[config.mk]
export PLATFORM = sky130hd
export DESIGN_NAME = pipeline_mem_stage
export DESIGN_NICKNAME = d
export VERILOG_FILES = /design/src/rtl/pipeline_mem_stage.sv
export SDC_FILE = /design/constraint.sdc
export NUM_CORES = 1
export LEC_CHECK = 0
export CAP_MARGIN = 20
export CORE_AREA = 3 3 235 237
export CTS_BUF_LIST = sky130_fd_sc_hd__clkbuf_4
export DETAILED_ROUTE_END_ITERATION = 7
export DIE_AREA = 0 0 238 240
export PLACE_DENSITY = 0.73
export SYNTH_ARGS = -nofsm -noshare
export SYNTH_HDL_FRONTEND = slang
export SYNTH_SLANG_ARGS = --single-unit
[constraint.sdc]
create_clock -name clk -period 5.3 [get_ports clk]
set_input_delay 1.06 -clock clk [delete_from_list [all_inputs] [get_ports clk]]
set_output_delay 1.06 -clock clk [all_outputs]
set_load 0.01 [all_outputs]
[src/rtl/pipeline_mem_stage.sv]
// Memory-access stage of the RV64 pipeline.
//
// Takes the EXA pipeline register (effective address, load/store controls,
// store data, writeback controls), runs one request/acknowledge transaction
// on a 64-bit data bus with byte strobes, aligns and extends load data, and
// registers the outcome into the MEM/WB pipeline register.
//
// Ports
//   clk, reset        clock, asynchronous active-low reset
//   flush, stall      hazard-unit controls
//   *_EXA             inputs from the EXA pipeline register
//   mem_*             data-memory bus (req/we/addr/wdata/wstrb out, ack/rdata in)
//   mem_busy          combinational stall request to the hazard unit
//   *_MEM             MEM/WB pipeline register outputs
//
// state  | meaning
// -------+-----------------------------------------------------------------
// IDLE   | no transaction open; a valid access issues combinationally
// BUSY   | request open, waiting for ack (or timeout)
// HOLD   | ack received while stalled; result buffered, no re-issue
// DRAIN  | instruction flushed mid-transaction; finish the bus cycle, discard
module pipeline_mem_stage #(
  parameter int TIMEOUT_CYCLES = 255
) (
  input  logic        clk,
  input  logic        reset,
  input  logic        flush,
  input  logic        stall,
  input  logic [63:0] pc_EXA,
  input  logic        rf_wr_en_EXA,
  input  logic [1:0]  rf_wr_sel_EXA,
  input  logic [63:0] alu_result_EXA,
  input  logic [2:0]  dm_rd_ctrl_EXA,
  input  logic [2:0]  dm_wr_ctrl_EXA,
  input  logic [63:0] reg_data2_EXA,
  input  logic [4:0]  rd_EXA,
  output logic        mem_req,
  output logic        mem_we,
  output logic [63:0] mem_addr,
  output logic [63:0] mem_wdata,
  output logic [7:0]  mem_wstrb,
  input  logic        mem_ack,
  input  logic [63:0] mem_rdata,
  output logic        mem_busy,
  output logic [63:0] pc_MEM,
  output logic        rf_wr_en_MEM,
  output logic [1:0]  rf_wr_sel_MEM,
  output logic [63:0] alu_result_MEM,
  output logic [63:0] dm_rdata_MEM,
  output logic [4:0]  rd_MEM,
  output logic        misalign_MEM,
  output logic        bus_err_MEM
);

  localparam int CNT_W = (TIMEOUT_CYCLES > 1) ? $clog2(TIMEOUT_CYCLES + 1) : 1;

  typedef enum logic [1:0] {
    S_IDLE  = 2'd0,
    S_BUSY  = 2'd1,
    S_HOLD  = 2'd2,
    S_DRAIN = 2'd3
  } state_t;

  state_t state_q, state_d;
  logic [CNT_W-1:0] cnt_q, cnt_d;

  // request fields latched at issue so the bus stays stable even after a
  // flush has replaced the EXA contents
  logic [63:0] req_addr_q, req_addr_d;
  logic        req_we_q, req_we_d;
  logic [63:0] req_wdata_q, req_wdata_d;
  logic [7:0]  req_wstrb_q, req_wstrb_d;

  logic [63:0] hold_data_q, hold_data_d;
  logic        hold_err_q, hold_err_d;

  logic [63:0] pc_mem_q, pc_mem_d;
  logic        rf_wr_en_mem_q, rf_wr_en_mem_d;
  logic [1:0]  rf_wr_sel_mem_q, rf_wr_sel_mem_d;
  logic [63:0] alu_result_mem_q, alu_result_mem_d;
  logic [63:0] dm_rdata_mem_q, dm_rdata_mem_d;
  logic [4:0]  rd_mem_q, rd_mem_d;
  logic        misalign_mem_q, misalign_mem_d;
  logic        bus_err_mem_q, bus_err_mem_d;

  // ---------------------------------------------------------------- decode
  logic [2:0]  off;
  logic        is_store, is_load, misaligned, op_valid;
  logic [1:0]  acc_size;
  logic [63:0] st_wdata;
  logic [7:0]  st_wstrb;
  logic [63:0] lane;
  logic [63:0] ld_data;

  always_comb begin
    off      = alu_result_EXA[2:0];
    is_store = (dm_wr_ctrl_EXA != 3'd0) && (dm_wr_ctrl_EXA <= 3'd4);
    is_load  = (dm_rd_ctrl_EXA != 3'd0) && !is_store;
    acc_size = 2'd0;
    if (is_store) begin
      case (dm_wr_ctrl_EXA)
        3'd2:    acc_size = 2'd1;
        3'd3:    acc_size = 2'd2;
        3'd4:    acc_size = 2'd3;
        default: acc_size = 2'd0;
      endcase
    end else if (is_load) begin
      case (dm_rd_ctrl_EXA)
        3'd3, 3'd4: acc_size = 2'd1;
        3'd5, 3'd6: acc_size = 2'd2;
        3'd7:       acc_size = 2'd3;
        default:    acc_size = 2'd0;
      endcase
    end
    misaligned = (is_store || is_load) &&
                 (((acc_size == 2'd1) && off[0]) ||
                  ((acc_size == 2'd2) && (off[1:0] != 2'd0)) ||
                  ((acc_size == 2'd3) && (off != 3'd0)));
    op_valid   = (is_store || is_load) && !misaligned;
  end

  always_comb begin
    st_wdata = reg_data2_EXA;
    st_wstrb = 8'h00;
    case (dm_wr_ctrl_EXA)
      3'd1: begin
        st_wdata = {8{reg_data2_EXA[7:0]}};
        st_wstrb = 8'h01 << off;
      end
      3'd2: begin
        st_wdata = {4{reg_data2_EXA[15:0]}};
        st_wstrb = 8'h03 << off;
      end
      3'd3: begin
        st_wdata = {2{reg_data2_EXA[31:0]}};
        st_wstrb = 8'h0F << off;
      end
      3'd4: begin
        st_wdata = reg_data2_EXA;
        st_wstrb = 8'hFF;
      end
      default: begin
        st_wdata = reg_data2_EXA;
        st_wstrb = 8'h00;
      end
    endcase
  end

  always_comb begin
    lane    = mem_rdata >> {off, 3'b000};
    ld_data = 64'd0;
    if (is_load) begin
      case (dm_rd_ctrl_EXA)
        3'd1:    ld_data = {{56{lane[7]}}, lane[7:0]};
        3'd2:    ld_data = {56'd0, lane[7:0]};
        3'd3:    ld_data = {{48{lane[15]}}, lane[15:0]};
        3'd4:    ld_data = {48'd0, lane[15:0]};
        3'd5:    ld_data = {{32{lane[31]}}, lane[31:0]};
        3'd6:    ld_data = {32'd0, lane[31:0]};
        3'd7:    ld_data = lane;
        default: ld_data = 64'd0;
      endcase
    end
  end

  // ---------------------------------------------------------------- FSM
  logic timeout_hit, done;
  logic req_int, we_int;
  logic [63:0] addr_int, wdata_int;
  logic [7:0]  wstrb_int;

  always_comb begin
    timeout_hit = (TIMEOUT_CYCLES != 0) &&
                  ((state_q == S_BUSY) || (state_q == S_DRAIN)) &&
                  (cnt_q == CNT_W'(TIMEOUT_CYCLES));
    // a timeout completes the transaction just like an ack
    done        = mem_ack || timeout_hit;
  end

  always_comb begin
    state_d   = state_q;
    req_int   = 1'b0;
    we_int    = 1'b0;
    addr_int  = req_addr_q;
    wdata_int = req_wdata_q;
    wstrb_int = 8'h00;
    case (state_q)
      S_IDLE: begin
        req_int   = op_valid;
        we_int    = op_valid && is_store;
        addr_int  = {alu_result_EXA[63:3], 3'b000};
        wdata_int = st_wdata;
        wstrb_int = (op_valid && is_store) ? st_wstrb : 8'h00;
        if (op_valid) begin
          if (mem_ack) begin
            state_d = (stall && !flush) ? S_HOLD : S_IDLE;
          end else begin
            // the request is already on the bus; a flush must still drain it
            state_d = flush ? S_DRAIN : S_BUSY;
          end
        end
      end
      S_BUSY: begin
        req_int   = !timeout_hit;
        we_int    = req_we_q && !timeout_hit;
        wstrb_int = timeout_hit ? 8'h00 : req_wstrb_q;
        if (done) begin
          state_d = (stall && !flush) ? S_HOLD : S_IDLE;
        end else if (flush) begin
          state_d = S_DRAIN;
        end
      end
      S_HOLD: begin
        if (flush || !stall) begin
          state_d = S_IDLE;
        end
      end
      S_DRAIN: begin
        req_int   = !timeout_hit;
        we_int    = req_we_q && !timeout_hit;
        wstrb_int = timeout_hit ? 8'h00 : req_wstrb_q;
        if (done) begin
          state_d = S_IDLE;
        end
      end
      default: state_d = S_IDLE;
    endcase
  end

  always_comb begin
    // counter runs only while staying in a waiting state; any transition clears it
    cnt_d = '0;
    if (((state_q == S_BUSY) || (state_q == S_DRAIN)) && (state_d == state_q)) begin
      cnt_d = cnt_q + 1'b1;
    end

    req_addr_d  = req_addr_q;
    req_we_d    = req_we_q;
    req_wdata_d = req_wdata_q;
    req_wstrb_d = req_wstrb_q;
    if ((state_q == S_IDLE) && op_valid) begin
      req_addr_d  = addr_int;
      req_we_d    = we_int;
      req_wdata_d = wdata_int;
      req_wstrb_d = wstrb_int;
    end

    hold_data_d = hold_data_q;
    hold_err_d  = hold_err_q;
    if ((state_q != S_HOLD) && (state_d == S_HOLD)) begin
      hold_data_d = timeout_hit ? 64'd0 : ld_data;
      hold_err_d  = timeout_hit;
    end
  end

  always_comb begin
    mem_busy = (op_valid && ((state_q == S_IDLE) || (state_q == S_BUSY)) && !done) ||
               (state_q == S_DRAIN);
    // bus controls stay quiet while reset is asserted, regardless of EXA inputs
    mem_req   = req_int && reset;
    mem_we    = we_int && reset;
    mem_wstrb = reset ? wstrb_int : 8'h00;
    mem_addr  = addr_int;
    mem_wdata = wdata_int;
  end

  // ---------------------------------------------------------------- MEM/WB
  logic [63:0] cap_rdata;
  logic        cap_err;

  always_comb begin
    cap_rdata = (is_load && op_valid) ? ld_data : 64'd0;
    cap_err   = 1'b0;
    if (state_q == S_HOLD) begin
      cap_rdata = hold_data_q;
      cap_err   = hold_err_q;
    end else if ((state_q == S_BUSY) && timeout_hit) begin
      cap_rdata = 64'd0;
      cap_err   = 1'b1;
    end

    pc_mem_d         = pc_mem_q;
    rf_wr_en_mem_d   = rf_wr_en_mem_q;
    rf_wr_sel_mem_d  = rf_wr_sel_mem_q;
    alu_result_mem_d = alu_result_mem_q;
    dm_rdata_mem_d   = dm_rdata_mem_q;
    rd_mem_d         = rd_mem_q;
    misalign_mem_d   = misalign_mem_q;
    bus_err_mem_d    = bus_err_mem_q;

    if (flush || (!stall && mem_busy)) begin
      pc_mem_d         = 64'd0;
      rf_wr_en_mem_d   = 1'b0;
      rf_wr_sel_mem_d  = 2'd0;
      alu_result_mem_d = 64'd0;
      dm_rdata_mem_d   = 64'd0;
      rd_mem_d         = 5'd0;
      misalign_mem_d   = 1'b0;
      bus_err_mem_d    = 1'b0;
    end else if (!stall) begin
      pc_mem_d         = pc_EXA;
      rf_wr_en_mem_d   = rf_wr_en_EXA && !misaligned && !cap_err;
      rf_wr_sel_mem_d  = rf_wr_sel_EXA;
      alu_result_mem_d = alu_result_EXA;
      dm_rdata_mem_d   = cap_rdata;
      rd_mem_d         = rd_EXA;
      misalign_mem_d   = misaligned;
      bus_err_mem_d    = cap_err;
    end
  end

  always_ff @(posedge clk or negedge reset) begin
    if (!reset) begin
      state_q          <= S_IDLE;
      cnt_q            <= '0;
      req_addr_q       <= 64'd0;
      req_we_q         <= 1'b0;
      req_wdata_q      <= 64'd0;
      req_wstrb_q      <= 8'h00;
      hold_data_q      <= 64'd0;
      hold_err_q       <= 1'b0;
      pc_mem_q         <= 64'd0;
      rf_wr_en_mem_q   <= 1'b0;
      rf_wr_sel_mem_q  <= 2'd0;
      alu_result_mem_q <= 64'd0;
      dm_rdata_mem_q   <= 64'd0;
      rd_mem_q         <= 5'd0;
      misalign_mem_q   <= 1'b0;
      bus_err_mem_q    <= 1'b0;
    end else begin
      state_q          <= state_d;
      cnt_q            <= cnt_d;
      req_addr_q       <= req_addr_d;
      req_we_q         <= req_we_d;
      req_wdata_q      <= req_wdata_d;
      req_wstrb_q      <= req_wstrb_d;
      hold_data_q      <= hold_data_d;
      hold_err_q       <= hold_err_d;
      pc_mem_q         <= pc_mem_d;
      rf_wr_en_mem_q   <= rf_wr_en_mem_d;
      rf_wr_sel_mem_q  <= rf_wr_sel_mem_d;
      alu_result_mem_q <= alu_result_mem_d;
      dm_rdata_mem_q   <= dm_rdata_mem_d;
      rd_mem_q         <= rd_mem_d;
      misalign_mem_q   <= misalign_mem_d;
      bus_err_mem_q    <= bus_err_mem_d;
    end
  end

  assign pc_MEM         = pc_mem_q;
  assign rf_wr_en_MEM   = rf_wr_en_mem_q;
  assign rf_wr_sel_MEM  = rf_wr_sel_mem_q;
  assign alu_result_MEM = alu_result_mem_q;
  assign dm_rdata_MEM   = dm_rdata_mem_q;
  assign rd_MEM         = rd_mem_q;
  assign misalign_MEM   = misalign_mem_q;
  assign bus_err_MEM    = bus_err_mem_q;

endmodule

# After elaboration in Yosys (flattened, before gate mapping)
# Index checks and enable logic that the tools add are counted.
# word_totals
out_inout_bits,341
word_cells,139
regBits,414
# op_classes
add_sub_neg,1
shifts,4
n_eq_ne,22
n_mux,48
reduce_logical,47
order_cmp,1
# op_table
cell,count
64-bit 2-to-1 mux,13
64-bit one-hot mux with 7 select lines,1
64-bit one-hot mux with 3 select lines,1
64-bit by 6-bit right shift with 64-bit output,1
8-bit 2-to-1 mux,4
8-bit one-hot mux with 4 select lines,1
2-bit 2-to-1 mux,12
1-bit logical AND,23
8-bit one-hot mux with 2 select lines,1
"3-bit equality test, second input constant",5
"3-bit by 2-bit equality test with 1-bit output, second input constant",4
2-bit one-hot mux with 3 select lines,2
"2-bit equality test, second input constant",5
5-bit 2-to-1 mux,2
1-bit logical OR,9
3-bit nonzero test,3
"8-bit by 1-bit adder with 8-bit output, second input constant",1
"8-bit equality test, second input constant",1
1-bit 2-to-1 mux,8
2-bit one-hot mux with 4 select lines,1
"1-bit by 3-bit << shifter with 8-bit output, first input constant",1
"2-bit by 3-bit << shifter with 8-bit output, first input constant",1
"4-bit by 3-bit << shifter with 8-bit output, first input constant",1
1-bit zero test,7
other kinds (10),15

# Longest topological paths before layout
# logic_depth
word_depth,19
ltp_mapped,15

# Least setup slack after synthesis
# OpenSTA, ideal clock, no wires.
# synth_path
path_kind,input -> output
start,input dm_wr_ctrl_EXA[0]
end,output mem_wstrb[0]
arrival_ns,3.406
cell_stages,11
slack_ns,0.834
required_time_ns,4.240
path_cell_list,clkbuf_1 > nor2_1 > ha_1 > o21ai_0 > o311a_1 > o22ai_2 > and2_1 > buf_6 > nor3_1 > o21ai_0 > a21boi_0
# synth_between
elab_chain_len,17
elab_cells_between_ends,29
classes_between,1 x order compare; 7 x eq/ne; 7 x mux; 14 x reduce/logical
# synth_rtl
element,line,text
start: declaration,34,"input logic [2:0] dm_wr_ctrl_EXA,"
3-bit <= comparator or 3-bit nonzero test (tied branches),97,is_store = (dm_wr_ctrl_EXA != 3'd0) && (dm_wr_ctrl_EXA <= 3'd4);
1-bit logical AND,97,
1-bit zero test,98,is_load = (dm_rd_ctrl_EXA != 3'd0) && !is_store;
1-bit logical AND,98,
2-bit 2-to-1 mux,107,end else if (is_load) begin
2-bit 2-to-1 mux,100,if (is_store) begin
2-bit by 1-bit equality test with 1-bit output or 2-bit equality test (tied branches),"116, 117",
"1-bit logical AND, on equally long branches","116, 117",
1-bit logical OR,116,(((acc_size == 2'd1) && off[0]) ||
1-bit logical OR,117,((acc_size == 2'd2) && (off[1:0] != 2'd0)) ||
1-bit logical AND,115,misaligned = (is_store || is_load) &&
1-bit zero test,119,op_valid = (is_store || is_load) && !misaligned;
1-bit logical AND,119,
1-bit logical AND,193,wstrb_int = (op_valid && is_store) ? st_wstrb : 8'h00;
8-bit 2-to-1 mux *,193,
8-bit one-hot mux with 2 select lines *,187,case (state_q)
8-bit 2-to-1 mux *,262,mem_wstrb = reset ? wstrb_int : 8'h00;
end: declaration,41,"output logic [7:0] mem_wstrb,"
# Every way passes the cells marked *; elsewhere a longest branch is shown, timed or not.

# Worst setup path in the final report
# layout_path
start,input dm_wr_ctrl_EXA[0]
end,output mem_wstrb[5]
# The elaborated chain is that of the path after synthesis.

==> metrics.md <==
| Metric | Value |
|---|---|
| Synth async-reset ratio | 100% |
| CTS tree | yes |
| Sequential share of power | between 30% and 40% |
| I/O Buffers | 615 |
| Pint | between 0.007 and 0.008 W |
| Wire per inst | about 21 um |
| CP arrival | 3.93 ns |
| Sequential share of the synthesized area | 52.2% |
| CTS Buf Count | 113 |
| Hold_buf cts | 0 |
| Xor-xnor portion of the synthesized cell area | less than 1% |
| Core footprint | roughly 53000 sq um |
| Vias per cell | 5.42 |
| Largest family of logic cells by synthesized area | compound AO/OA/AOI/OAI gates |
| Fin. max-slew vios | 0 |
| Antenna violations before repair | 6 |
| Net Count, Synth | 2395 |
| Worst VDD drop | 183 uV |
| Commonest non-fill, non-tap cell in the layout | clkdlybuf4s50_1 |
| Actual slew at the worst max-slew pin | ~1.3 ns |
| Clock slew at reported path FFs | 0.06 ns |
| Post-Synth Simple-Gate Area | approximately 16% |
| Max cap viols | 0 |
| Worst skew pair latency | approximately 0.9 ns |
| Final ANT Viol Nets | 0 |
| Die H | 240 um |
| Critical Path Source Type | input pin |
| Final Cycle Share | 94.2% |
| CP Class | input pin to output pin |
| Pwr Density | a little under 400 nW/um^2 |
| HPWL Detailed | 52700 um |
| Post-DP Area | 26500 sq um |
| Top cell family by delay on the critical path | buffers and inverters |
| CTS Root Cell | clkbuf_4 |
| Critical path, cell by cell | clkdlybuf4s50_1, nor2_1, ha_1, o21ai_0, o311a_1, o22ai_2, and2_1, nor3_2, buf_4, o21ai_0, a21boi_0, clkdlybuf4s50_1 |
| Post-route setup slack | around 0.31 ns |
| DRC errors left | 0 |
| DRT Pass-1 Iters | 6 |
| YS warnings | 0 |
| Fillcell total | around 4800 |
| Post-CTS setup buffers | 0 |
| Lkg Pwr | 12.6 nW |
| Adder-cell share of the synthesized area | 0.126% |
| Synth Area in Compound Gates | 21.1% |
| Final hold vios | 0 |
| Largest net degree at the start of global routing | 203 |
| EDFF count, synth | 0 |
| Crit path buffers/inverters | 3 |
| Vias | about 19000 |
| Die Area | ~57000 sq um |
| Share of layout cells above drive strength 1 | 10.5% |
| Synth Register Bits | 414 |
| Post-Syn Instances | roughly 2100 |
| Number of DRC markers in iteration 0 | 1686 |
| Outcome | completed |
| Final setup violation count | 0 |
| CTS max path bufs | 3 |
| GRT Total Usage | 25.2% |
| Worst rel slew slack | 10.5% |
| Sink Count | 414 |
| Post-synthesis mux area share | 6.49% |
| Cell area after layout | 28000 sq um |
| Starting Density | between 30% and 40% |
| Mapped Area | approximately 20000 sq um |
| Minimum clock period | 4.99 ns |
| Critical path required time | 4.24 ns |
| Dpl ws | 0.139 ns |
| Max incr delay on CP | ~0.57 ns |
| Setup TNS | 0 ns |
| Fmax | 200 MHz |
| Fin nets | roughly 3000 |
| Sw power | between 0.003 and 0.004 W |
| Vias in the first global route | ~19000 |
| Main synth FF type | dfrtp_1 |
| Gate power share | 35.1% |
| RePlAce Congestion | 0.946 |
| CTS H-tree lvls | 3 |
| Synthesized area per cell | 9.36 sq um |
| Drt total wl | 74700 um |
| GRT overflow | 0 |
| Count of cell types in the netlist | 60 |
| Most frequent cells in the layout | 608 x clkdlybuf4s50_1, 529 x nand2_1, 414 x dfrtp_1 |
| Sw Ratio | 34.9% |
| Clock share of power | 26.3% |
| Row count | 85 |
| CTS resizes | 0 |
| Clock Skews | 0.0729 ns |
| Area growth syn-to-layout | 41.1% |
| Crit path max fanout | 8 |
| Global-route wire length before repair | roughly 110000 um |
| Die Wd | 238 um |
| Io pins | just over 600 |
| Hold Crit Class | input pin to asynchronous set/reset pin |
| Slowest-stage cell, CP | clkdlybuf4s50_1 |
| Endpoint class of the critical path | output pin |
| Unrepaired setup endpoints after global routing | no |
kinds of logic after synthesis:
kind of cell,Yosys count
XOR/XNOR,8
AO/OA/AOI/OAI,611
adder cells (fa/ha/maj),2
flip-flops,414
AND/OR/NAND/NOR,783
buffers and inverters,182
multiplexers,118
flip-flops by register name (all words and copies together), names as in the netlist:
name,flops
rf_wr_en_MEM,1
rd_MEM,5
dm_rdata_MEM,64
alu_result_MEM,64
cnt_q,8
req_wdata_q,64
hold_data_q,64
req_wstrb_q,8
req_we_q,1
rf_wr_sel_MEM,2
misalign_MEM,1
state_q,2
hold_err_q,1
pc_MEM,64
bus_err_MEM,1
req_addr_q,64
metal layers:
layer / routed length (um) / track usage, %
met1: 30400 / 32.1
met2: 35200 / 40.3
met3: 6140 / 6.78
met4: 2890 / 11.4
met5: 23 / 0
cell usage after synthesis, types with 4 or more instances:
cell type | number | area share [%]
a211oi_1 | 4 | 0.15
a21boi_0 | 7 | 0.27
a21o_1 | 5 | 0.19
a21oi_1 | 136 | 3.4
a221o_1 | 6 | 0.30
a22o_1 | 137 | 6.1
a22oi_1 | 76 | 2.9
a31oi_1 | 4 | 0.13
and2_1 | 4 | 0.13
buf_1 | 21 | 0.40
buf_2 | 32 | 0.81
buf_4 | 4 | 0.15
buf_6 | 8 | 0.45
clkbuf_1 | 105 | 2.0
dfrtp_1 | 414 | 52
inv_1 | 11 | 0.21
mux2_2 | 39 | 2.2
mux2_4 | 9 | 0.68
mux2i_1 | 69 | 3.5
nand2_1 | 530 | 10
nand2b_1 | 14 | 0.44
nand3_1 | 6 | 0.15
nor2_1 | 195 | 3.7
nor2b_1 | 11 | 0.35
nor3_1 | 8 | 0.20
o211ai_1 | 5 | 0.19
o21a_1 | 4 | 0.15
o21ai_0 | 128 | 3.2
o21ai_1 | 7 | 0.18
o22ai_1 | 15 | 0.47
o2bb2ai_1 | 56 | 2.5
or2_2 | 4 | 0.13
xnor2_1 | 4 | 0.18
xor2_1 | 4 | 0.18
per-stage QoR:
step           power (W)  util [%]  hold slack, ns  std cells
6_report          0.0111      52.3           0.196       3497
5_1_grt           0.0118      52.3           0.138       3494
4_1_cts           0.0112      52.2          0.0940       3492
3_5_place_dp     0.00823      49.6           0.460       3305
3_3_place_gp     0.00812      49.6           0.444       3305
2_1_floorplan    0.00624         -           0.433       2118
final cells by class:
type	instances	area (sq um)	share of cell area [%]
flip-flops and latches	414	10400	37.0
multi-input cells	1522	8730	31.2
repair buffers	661	6540	23.4
clock buffers	157	1180	4.21
well taps	696	871	3.11
clock inverters	30	233	0.832
inverters	12	46.3	0.166
diodes	5	12.5	0.0447
worst paths after layout:
check                                                 end                        start  depth (start not counted)  slack [ns]
max                                          mem_wstrb[5]            dm_wr_ctrl_EXA[0]                         12        0.31
min reg2reg                  dm_rdata_MEM[22]$_DFFE_PN0P_  hold_data_q[22]$_DFFE_PN0P_                          2        0.46
min in group clk             dm_rdata_MEM[22]$_DFFE_PN0P_  hold_data_q[22]$_DFFE_PN0P_                          2        0.46
max in group asynchronous  alu_result_MEM[40]$_DFFE_PN0P_                        reset                          3        3.08
min                             req_addr_q[2]$_DFFE_PN0N_                        reset                          1        0.20
max reg2reg                    hold_data_q[4]$_DFFE_PN0P_         state_q[1]$_DFF_PN0_                          8        2.16
worst reg2reg max path: cells and delay by family (launching register included):
family	cells	cell delay (ns)
flops	1	0.50
compound gates	2	0.48
simple gates	3	0.55
buf+inv	2	1.10
mux	1	0.39
power groups by stage:
stage	clock network (W)	registers [W]	logic, W
2_1_floorplan	0	0.00427	0.00196
3_3_place_gp	0	0.00429	0.00384
3_5_place_dp	0	0.00433	0.00390
4_1_cts	0.00303	0.00428	0.00392
5_1_grt	0.00320	0.00437	0.00424
6_report	0.00292	0.00429	0.00391
Power figures use the tool's default switching activity.
